**src/rtl/ram_bus_arbiter_pkg.sv**
```systemverilog
// Shared constants for the RAM bus arbiter: RAM command codes, bus widths and FSM encodings.
package ram_bus_arbiter_pkg;

  localparam logic RamRead  = 1'b0;
  localparam logic RamWrite = 1'b1;

  localparam int unsigned RamAddrW = 23;
  localparam int unsigned RamDataW = 16;

  localparam logic [1:0] StIdle  = 2'd0;
  localparam logic [1:0] StIssue = 2'd1;
  localparam logic [1:0] StWait  = 2'd2;
  localparam logic [1:0] StDone  = 2'd3;

endpackage

```
**src/rtl/ram_bus_arbiter_rr_picker.sv**
```systemverilog
// Combinational round-robin picker: first pending request strictly after last_i, wrapping.
module ram_bus_arbiter_rr_picker #(
  parameter int unsigned NumReq = 3,
  localparam int unsigned IdxW = $clog2(NumReq)
) (
  input  logic [NumReq-1:0] req_i,
  input  logic [IdxW-1:0]   last_i,
  output logic [NumReq-1:0] grant_o,
  output logic [IdxW-1:0]   idx_o
);

  always_comb begin
    int unsigned cand;
    logic [IdxW-1:0] cidx;
    logic found;
    grant_o = '0;
    idx_o   = '0;
    found   = 1'b0;
    cand    = 0;
    cidx    = '0;
    // Offsets 1..NumReq visit every requester once, ending with last_i itself.
    for (int unsigned k = 1; k <= NumReq; k++) begin
      cand = 32'(last_i) + k;
      if (cand >= NumReq) begin
        cand = cand - NumReq;
      end
      cidx = IdxW'(cand);
      if (!found && req_i[cidx]) begin
        found         = 1'b1;
        idx_o         = cidx;
        grant_o[cidx] = 1'b1;
      end
    end
  end

endmodule

```
**src/rtl/ram_bus_arbiter.sv**
```systemverilog
// Round-robin sharing of one RAM controller port; one read or write per grant with a watchdog.
module ram_bus_arbiter
  import ram_bus_arbiter_pkg::*;
#(
  parameter int unsigned NUM_REQ        = 3,
  parameter int unsigned TIMEOUT_CYCLES = 1023
) (
  input  logic                         clk,
  input  logic                         rst,
  input  logic [NUM_REQ-1:0]           req_valid,
  input  logic [NUM_REQ-1:0]           req_write,
  input  logic [RamAddrW*NUM_REQ-1:0]  req_addr,
  input  logic [RamDataW*NUM_REQ-1:0]  req_wdata,
  output logic [NUM_REQ-1:0]           req_ack,
  output logic [NUM_REQ-1:0]           req_err,
  output logic [RamDataW-1:0]          rd_data,
  output logic                         busy,
  output logic [23:1]                  ramBusAddr,
  output logic [RamDataW-1:0]          ramBusDataIn,
  input  logic [RamDataW-1:0]          ramBusDataOut,
  output logic                         ramInstruction,
  output logic                         ramLatch,
  input  logic                         ramReady
);

  localparam int unsigned IdxW = $clog2(NUM_REQ);
  localparam int unsigned WdW  = $clog2(TIMEOUT_CYCLES + 1);

  logic [1:0]          state_q, state_d;
  logic [IdxW-1:0]     last_q, last_d;
  logic [IdxW-1:0]     gnt_q, gnt_d;
  logic [IdxW-1:0]     pick_idx;
  logic [NUM_REQ-1:0]  gnt_oh_q, gnt_oh_d;
  logic [NUM_REQ-1:0]  pick_oh;
  logic [NUM_REQ-1:0]  err_q, err_d;
  logic [WdW-1:0]      wd_q, wd_d;
  logic [RamAddrW-1:0] addr_q, addr_d;
  logic [RamDataW-1:0] wdata_q, wdata_d;
  logic [RamDataW-1:0] rdata_q, rdata_d;
  logic                instr_q, instr_d;

  ram_bus_arbiter_rr_picker #(
    .NumReq (NUM_REQ)
  ) u_picker (
    .req_i   (req_valid),
    .last_i  (last_q),
    .grant_o (pick_oh),
    .idx_o   (pick_idx)
  );

  always_comb begin
    state_d  = state_q;
    last_d   = last_q;
    gnt_d    = gnt_q;
    gnt_oh_d = gnt_oh_q;
    err_d    = '0;
    wd_d     = wd_q;
    addr_d   = addr_q;
    wdata_d  = wdata_q;
    rdata_d  = rdata_q;
    instr_d  = instr_q;

    case (state_q)
      StIdle: begin
        if (|req_valid) begin
          gnt_d    = pick_idx;
          gnt_oh_d = pick_oh;
          for (int unsigned i = 0; i < NUM_REQ; i++) begin
            if (pick_idx == IdxW'(i)) begin
              addr_d  = req_addr[i*RamAddrW +: RamAddrW];
              wdata_d = req_wdata[i*RamDataW +: RamDataW];
              instr_d = req_write[i] ? RamWrite : RamRead;
            end
          end
          state_d = StIssue;
        end
      end
      StIssue: begin
        wd_d    = '0;
        state_d = StWait;
      end
      StWait: begin
        // A completion in the expiry cycle still counts as a normal ack.
        if (ramReady) begin
          rdata_d = ramBusDataOut;
          state_d = StDone;
        end else begin
          wd_d = wd_q + WdW'(1);
          if (wd_q == WdW'(TIMEOUT_CYCLES - 1)) begin
            err_d   = gnt_oh_q;
            last_d  = gnt_q;
            state_d = StIdle;
          end
        end
      end
      StDone: begin
        last_d  = gnt_q;
        state_d = StIdle;
      end
      default: state_d = StIdle;
    endcase
  end

  always_ff @(posedge clk) begin
    if (rst) begin
      state_q  <= StIdle;
      last_q   <= IdxW'(NUM_REQ - 1);
      gnt_q    <= '0;
      gnt_oh_q <= '0;
      err_q    <= '0;
      wd_q     <= '0;
      addr_q   <= '0;
      wdata_q  <= '0;
      rdata_q  <= '0;
      instr_q  <= RamRead;
    end else begin
      state_q  <= state_d;
      last_q   <= last_d;
      gnt_q    <= gnt_d;
      gnt_oh_q <= gnt_oh_d;
      err_q    <= err_d;
      wd_q     <= wd_d;
      addr_q   <= addr_d;
      wdata_q  <= wdata_d;
      rdata_q  <= rdata_d;
      instr_q  <= instr_d;
    end
  end

  assign req_ack        = (state_q == StDone) ? gnt_oh_q : '0;
  assign req_err        = err_q;
  assign rd_data        = rdata_q;
  assign busy           = (state_q != StIdle);
  assign ramLatch       = (state_q == StIssue);
  assign ramBusAddr     = addr_q;
  assign ramBusDataIn   = wdata_q;
  assign ramInstruction = instr_q;

endmodule

```
**config.mk**
```make
export PLATFORM = sky130hd
export DESIGN_NAME = ram_bus_arbiter
export DESIGN_NICKNAME = d
export VERILOG_FILES = /design/src/rtl/ram_bus_arbiter_pkg.sv /design/src/rtl/ram_bus_arbiter_rr_picker.sv /design/src/rtl/ram_bus_arbiter.sv
export SDC_FILE = /design/constraint.sdc
export NUM_CORES = 1
export LEC_CHECK = 0
export CORE_ASPECT_RATIO = 0.8
export CORE_MARGIN = 2
export CORE_UTILIZATION = 25
export CTS_CLUSTER_DIAMETER = 80
export DETAILED_ROUTE_END_ITERATION = 16
export GPL_TIMING_DRIVEN = 0
export HOLD_SLACK_MARGIN = 0.1
export PLACE_DENSITY_LB_ADDON = 0.25
export SYNTH_ARGS = -nofsm -noshare
export SYNTH_HDL_FRONTEND = slang
export SYNTH_SLANG_ARGS = --single-unit
```
**constraint.sdc**
```tcl
create_clock -name clk -period 3.5 [get_ports clk]
set_input_delay 0.7 -clock clk [delete_from_list [all_inputs] [get_ports clk]]
set_output_delay 0.7 -clock clk [all_outputs]
set_load 0.005 [all_outputs]
```
==> flow_metrics.py, run 1 <==
metrics = {
    "clocking": {
        "clk_pin_slew_ns": 0.06,
        "max-clock-path-buffers": 2,
        "clock-sinks": 78,
        "cts_tree": "done",
        "cts_inserted_buffers": 9,
        "hold_buffers": 0,
        "worstSkewPairLatency_ns": 0.33,
        "cts-root-buf": "clkbuf_16",
        "ctsHtreeMaxLevel": 3,
        "postCtsSetupBuffers": 0,
    },
    "grt": {
        "grt_usage_pct": 15.36,
        "overflow": 0,
        "grt_pass1_vias": 3995,
        "grt_max_degree": 14,
        "grt_pass1_wl_mm": 20.26,
        "antenna_found_initial": 0,
    },
    "floorplanning": {
        "io_pins": 206,
        "dieWidth_um": 144.6,
        "rows": 41,
        "core_region_area_um2": 15600,
        "dieArea_um2": 16840,
        "initial_core_util_pct": 25.34,
        "die-height_um": 116.5,
    },
    "final_layout": {
        "final_util_pct": 42.11,
        "nNetsFinal": 831,
        "syn_to_final_growth_pct": 66.13,
        "layout-drive-gt1-share_pct": 6.715,
        "diodes": 0,
    },
    "synth": {
        "synth_top_area_share_pct": 39.51,
        "synthCells": 465,
        "ys_top_cells_by_area": "dfxtp_1 (40%), mux2i_1 (11%), nand2_1 (8.1%), o221ai_1 (6.6%), inv_1 (4.7%)",
        "ys.flop_type": "dfxtp_1",
        "yosysWarningCount": 0,
        "synth.avg_cell_area_um2": 8.500,
        "synth_enable_flop_cells": 0,
        "yosysSeqAreaShare_pct": 39.51,
        "synth_top_cell_by_area": "dfxtp_1",
        "ys_top_cells_by_count": "nand2_1 (85), dfxtp_1 (78), inv_1 (50)",
        "ys_seq_elements": 78,
        "async_flop_share_pct": 0,
        "syn_nets": 615,
        "yosysMostFrequentCell": "nand2_1",
        "synth_area_um2": 3953,
        "synth_cell_types": 48,
    },
    "sta": {
        "drv_slew": 0,
        "slew_headroom_pct": 62.37,
        "setup_violations": 0,
        "fin_tns_setup_ns": 0,
        "period_share_pct": 89.57,
        "fmax_ghz": 0.3190,
        "grt_setup_unrepaired": "no",
        "period_needed_ns": 3.135,
        "final_hold_viol_count": 0,
        "tightest_slew_ns": 0.5644,
        "hold-worst-slack_ns": 0.4530,
        "skew_ns": 0.005044,
    },
    "drt": {
        "ant_nets": 0,
        "vias": 4123,
        "vias_per_cell": 4.581,
        "drt_first_pass_iters": 5,
        "drt_iter0_markers": 206,
        "wl_per_cell_um": 15.03,
        "wl_mm": 13.53,
        "drc": 0,
    },
    "placed_design": {
        "hpwlAfterDp_mm": 10.72,
        "port-buffer-count": 205,
        "gp_congestion": 0.8312,
    },
    "pwr": {
        "p_comb_share_pct": 24.8,
        "p_clk_share_pct": 35.8,
        "power_density_nw_per_um2": 391.3,
        "power.switching_w": 0.0006745,
        "swShare_pct": 26.25,
        "p_seq_share_pct": 39.4,
        "intPower_w": 0.001895,
        "leakagePower_nw": 2.481,
        "vdd.ir_drop.worst_mv": 0.2124,
    },
    "status": {
        "outcome": "finished clean",
    },
    "critical_path": {
        "criticalPathCategory": "flip-flop to flip-flop",
        "endpoint_kind": "flip-flop",
        "worst_ep_arrival_time_ns": 3.33,
        "critPathMaxFanout": 10,
        "required_ns": 3.70,
        "cp-start-kind": "flip-flop",
    },
    "flow_run": {
        "maxCapViolCount": 0,
    },
    "min_path": {
        "hold_class": "flip-flop to flip-flop",
    },
}
cells in the final DEF (no fill, tap or decap), drive strengths merged, types with 7 or more instances in the layout:
master	n
a21oi	20
buf	10
clkbuf	31
clkdlybuf4s50	205
dfxtp	78
ha	8
inv	51
mux2i	45
nand2	85
nand3	7
nor2	24
o21ai	9
o221ai	40
repair_timing:
item                       in CTS  in global routing
gates resized for setup         0                  1
setup endpoints to repair       0                 24
hold endpoints to repair        0                  0
worst max-delay path, stage by stage (launching register included):
cell,delay [ns]
dfxtp_1,0.46
inv_1,0.14
ha_1,0.37
clkbuf_1,0.24
or3b_2,0.56
a21oi_2,0.36
buf_2,0.40
mux2i_1,0.34
o221ai_1,0.13
power by group through the flow:
stage	Combinational [W]	Clock (W)	Sequential (W)
4_1_cts	0.000645	0.000950	0.00101
5_1_grt	0.000692	0.000988	0.00102
3_3_place_gp	0.000634	0	0.00103
3_5_place_dp	0.000643	0	0.00103
6_report	0.000637	0.000920	0.00101
2_1_floorplan	0.000251	0	0.00103
final cells by class:
class	instances	area, um2
repair buffers	205	2052
flip-flops and latches	78	1562
clock inverters	5	60.06
well taps	215	269.0
plain buffers	31	141.4
fillers	1568	9029
inverters	51	191.4
multi-input cells	305	2062
clock buffers	10	229.0
path summary, 6_finish.rpt:
kind	start	endpoint	slack [ns]	cells past startpoint
worst min-delay path	rd_data[10]$_SDFFE_PP0P_	rd_data[10]$_SDFFE_PP0P_	0.45	2
worst max register to register	last_q[0]$_SDFFE_PP0P_	ramBusDataIn[6]$_SDFFE_PP0P_	0.37	8
worst min register to register	rd_data[10]$_SDFFE_PP0P_	rd_data[10]$_SDFFE_PP0P_	0.45	2
worst max-delay path	last_q[0]$_SDFFE_PP0P_	ramBusDataIn[6]$_SDFFE_PP0P_	0.37	8
cells by family after synthesis:
logic type                 synth area share, %
xor gates and xnor gates                0.2216
AOI/OAI and AO/OA                        18.39
muxes                                    12.35
and+or+nand+nor                          18.58
buffers and inverters                    8.420
DFF                                      39.51
adders and majority gates                2.533
per-layer routing:
layer | routed length (um) | track usage, % | share of wire [%]
met5 | 0 | 0 | 0
met3 | 979 | 4.346 | 7.2
met2 | 6484 | 25.88 | 48
met4 | 257 | 4.466 | 1.9
met1 | 5804 | 19.29 | 43
registers in the layout, indices dropped and copies added, names as in the netlist:
name / cells
gnt_oh_q: 3
gnt_q: 2
last_q: 2
ramBusAddr: 23
ramBusDataIn: 16
ramInstruction: 1
rd_data: 16
req_err: 3
state_q: 2
wd_q: 10
through the flow:
stage                     instance area [um2]  power (W)  instances  worst slack, ns
after floorplan                          3953   0.001282        465           0.8838
final                                    6566   0.002569        900           0.3651
after CTS                                6563   0.002607        900          0.09492
after global routing                     6566   0.002702        900           0.1285
after detailed placement                 6274   0.001675        885       -0.0009333
after global placement                   6274   0.001662        885          0.03052
(Power assumes the default switching activity.)
==> run 2: changes to the inputs <==
--- a/config.mk
+++ b/config.mk
@@ -10,8 +10,10 @@
 export CORE_UTILIZATION = 25
 export CTS_CLUSTER_DIAMETER = 80
 export DETAILED_ROUTE_END_ITERATION = 16
+export DONT_BUFFER_PORTS = 1
 export GPL_TIMING_DRIVEN = 0
 export HOLD_SLACK_MARGIN = 0.1
+export MAX_ROUTING_LAYER = met4
 export PLACE_DENSITY_LB_ADDON = 0.25
 export SYNTH_ARGS = -nofsm -noshare
 export SYNTH_HDL_FRONTEND = slang
==> flow_metrics.py, run 2 (synthesis gave the netlist of run 1 again) <==
metrics = {
    "grt": {
        "antenna_found_initial": 0,
        "grt_max_degree": 13,
        "grt_usage_pct": 13.04,
        "grt_pass1_vias": 2991,
        "overflow": 0,
        "grt_pass1_wl_mm": 16.17,
    },
    "sta": {
        "skew_ns": 0.005320,
        "setup_violations": 0,
        "grt_setup_unrepaired": "no",
        "fmax_ghz": 0.3179,
        "period_share_pct": 89.89,
        "slew_headroom_pct": 64.91,
        "final_hold_viol_count": 0,
        "period_needed_ns": 3.146,
        "drv_slew": 0,
        "fin_tns_setup_ns": 0,
        "tightest_slew_ns": 0.5264,
        "layout_setup_ws_ns": 0.3540,
    },
    "critical_path": {
        "path_buf_inv": 3,
        "slowest_stage": "or3b_2",
        "ff2ff_setup_slack_ns": 0.35,
        "worst_r2r_endpoint": "ramBusDataIn[6]$_SDFFE_PP0P_",
        "slowest_delay_ns": 0.57,
        "cp-start-kind": "flip-flop",
        "crit_family": "buffers and inverters",
        "required_ns": 3.69,
        "worst_ep_arrival_time_ns": 3.33,
        "critPathMaxFanout": 10,
        "ff2ff_path_depth": 8,
        "endpoint_kind": "flip-flop",
        "criticalPathCategory": "flip-flop to flip-flop",
        "worstPathCellList": "inv_1 -> ha_1 -> clkbuf_1 -> or3b_2 -> a21oi_4 -> clkbuf_4 -> mux2i_2 -> o221ai_1",
        "r2r-start": "last_q[0]$_SDFFE_PP0P_",
    },
    "floorplanning": {
        "die-height_um": 116.5,
        "rows": 41,
        "dieWidth_um": 144.6,
        "io_pins": 206,
        "dieArea_um2": 16840,
        "initial_core_util_pct": 25.34,
        "core_region_area_um2": 15600,
    },
    "status": {
        "outcome": "finished clean",
    },
    "placed_design": {
        "dpl_cell_area_um2": 4222,
        "gp_congestion": 0.8855,
        "hpwlAfterDp_mm": 9.033,
        "dpl_worst_slack_ns": -0.1927,
        "port-buffer-count": 0,
        "dp_cells": 680,
    },
    "pwr": {
        "vdd.ir_drop.worst_mv": 0.2456,
        "leakagePower_nw": 1.732,
        "power_density_nw_per_um2": 528.9,
    },
    "final_layout": {
        "layout-drive-gt1-share_pct": 9.792,
        "diodes": 0,
        "design_area_um2": 4577,
        "nNetsFinal": 626,
        "final_util_pct": 29.35,
        "final_common_cell": "nand2_1",
        "largest_reg_flops": 23,
        "syn_to_final_growth_pct": 15.80,
        "stdcell_count": 695,
        "mostFrequentLayoutCells": "nand2_1 (85), dfxtp_1 (78), inv_1 (50), mux2i_1 (44), o221ai_1 (30)",
    },
    "clocking": {
        "cts_inserted_buffers": 9,
        "max-clock-path-buffers": 2,
        "ctsHtreeMaxLevel": 3,
        "clock-sinks": 78,
        "cts-root-buf": "clkbuf_16",
        "cts_tree": "done",
        "worstSkewPairLatency_ns": 0.33,
        "postCtsSetupBuffers": 0,
        "hold_buffers": 0,
        "clk_pin_slew_ns": 0.06,
    },
    "min_path": {
        "holdCritStartpoint": "rd_data[6]$_SDFFE_PP0P_",
        "whs_path_depth": 2,
        "hold_end": "rd_data[6]$_SDFFE_PP0P_",
        "hold_class": "flip-flop to flip-flop",
    },
    "drt": {
        "drc": 0,
        "wl_per_cell_um": 16.36,
        "drt_iter0_markers": 120,
        "ant_nets": 0,
        "wl_mm": 11.37,
        "vias": 3364,
        "vias_per_cell": 4.840,
        "drt_first_pass_iters": 4,
    },
    "flow_run": {
        "maxCapViolCount": 0,
    },
}
[run 2: layout make-up]
cell class	instances	area (um2)
Fill cell	1658	11020
Multi-Input combinational cell	305	2073
Sequential cell	78	1562
Tap cell	215	269.0
Clock buffer	11	242.7
Inverter	51	191.4
Buffer	31	143.9
Clock inverter	4	95.09
[run 2: worst max path at each step]
stage | startpoint | to | cells after the start
after CTS | last_q[0]$_SDFFE_PP0P_ | ramBusDataIn[6]$_SDFFE_PP0P_ | 8
after global routing | last_q[0]$_SDFFE_PP0P_ | ramBusDataIn[6]$_SDFFE_PP0P_ | 8
after detailed placement | last_q[0]$_SDFFE_PP0P_ | ramBusDataIn[6]$_SDFFE_PP0P_ | 8
final | last_q[0]$_SDFFE_PP0P_ | ramBusDataIn[6]$_SDFFE_PP0P_ | 8
after global placement | last_q[0]$_SDFFE_PP0P_ | ramBusDataIn[6]$_SDFFE_PP0P_ | 8
after floorplan | last_q[0]$_SDFFE_PP0P_ | ramBusAddr[12]$_SDFFE_PP0P_ | 8
[run 2: tightest hold or removal path, stage by stage, from the launching register on]
cell and delay (ns):
dfxtp_1 0.32, nand2_1 0.06, a21oi_1 0.05
[run 2: report_power, final]
group          total (W)  internal (W)  switching [W]
registers        0.00104      0.000969      0.0000669
logic           0.000322      0.000129       0.000193
clock network    0.00106      0.000711       0.000351
total            0.00242       0.00181       0.000611
[run 2: per-layer routing]
layer	GRT usage (%)	wire, um	vias to the layer above
met5	-	0	-
li1	-	-	1648
met1	15.43	4858	1588
met4	3.495	77	0
met3	5.248	924	4
met2	20.70	5511	124
[run 2: stage by stage]
stage               hold slack, ns  total power [W]
floorplan                   0.4454         0.001282
global placement            0.4661         0.001371
detailed placement          0.4682         0.001380
CTS                         0.4768         0.002466
global route                0.4825         0.002548
finish                      0.4751         0.002421
[run 2: what timing repair did]
action / 4_1_cts / 5_1_grt
resized for setup: 1 / 3
endpoints found under the setup margin: 1 / 1
hold endpoints to repair: 0 / 0
pin swaps: 0 / 0
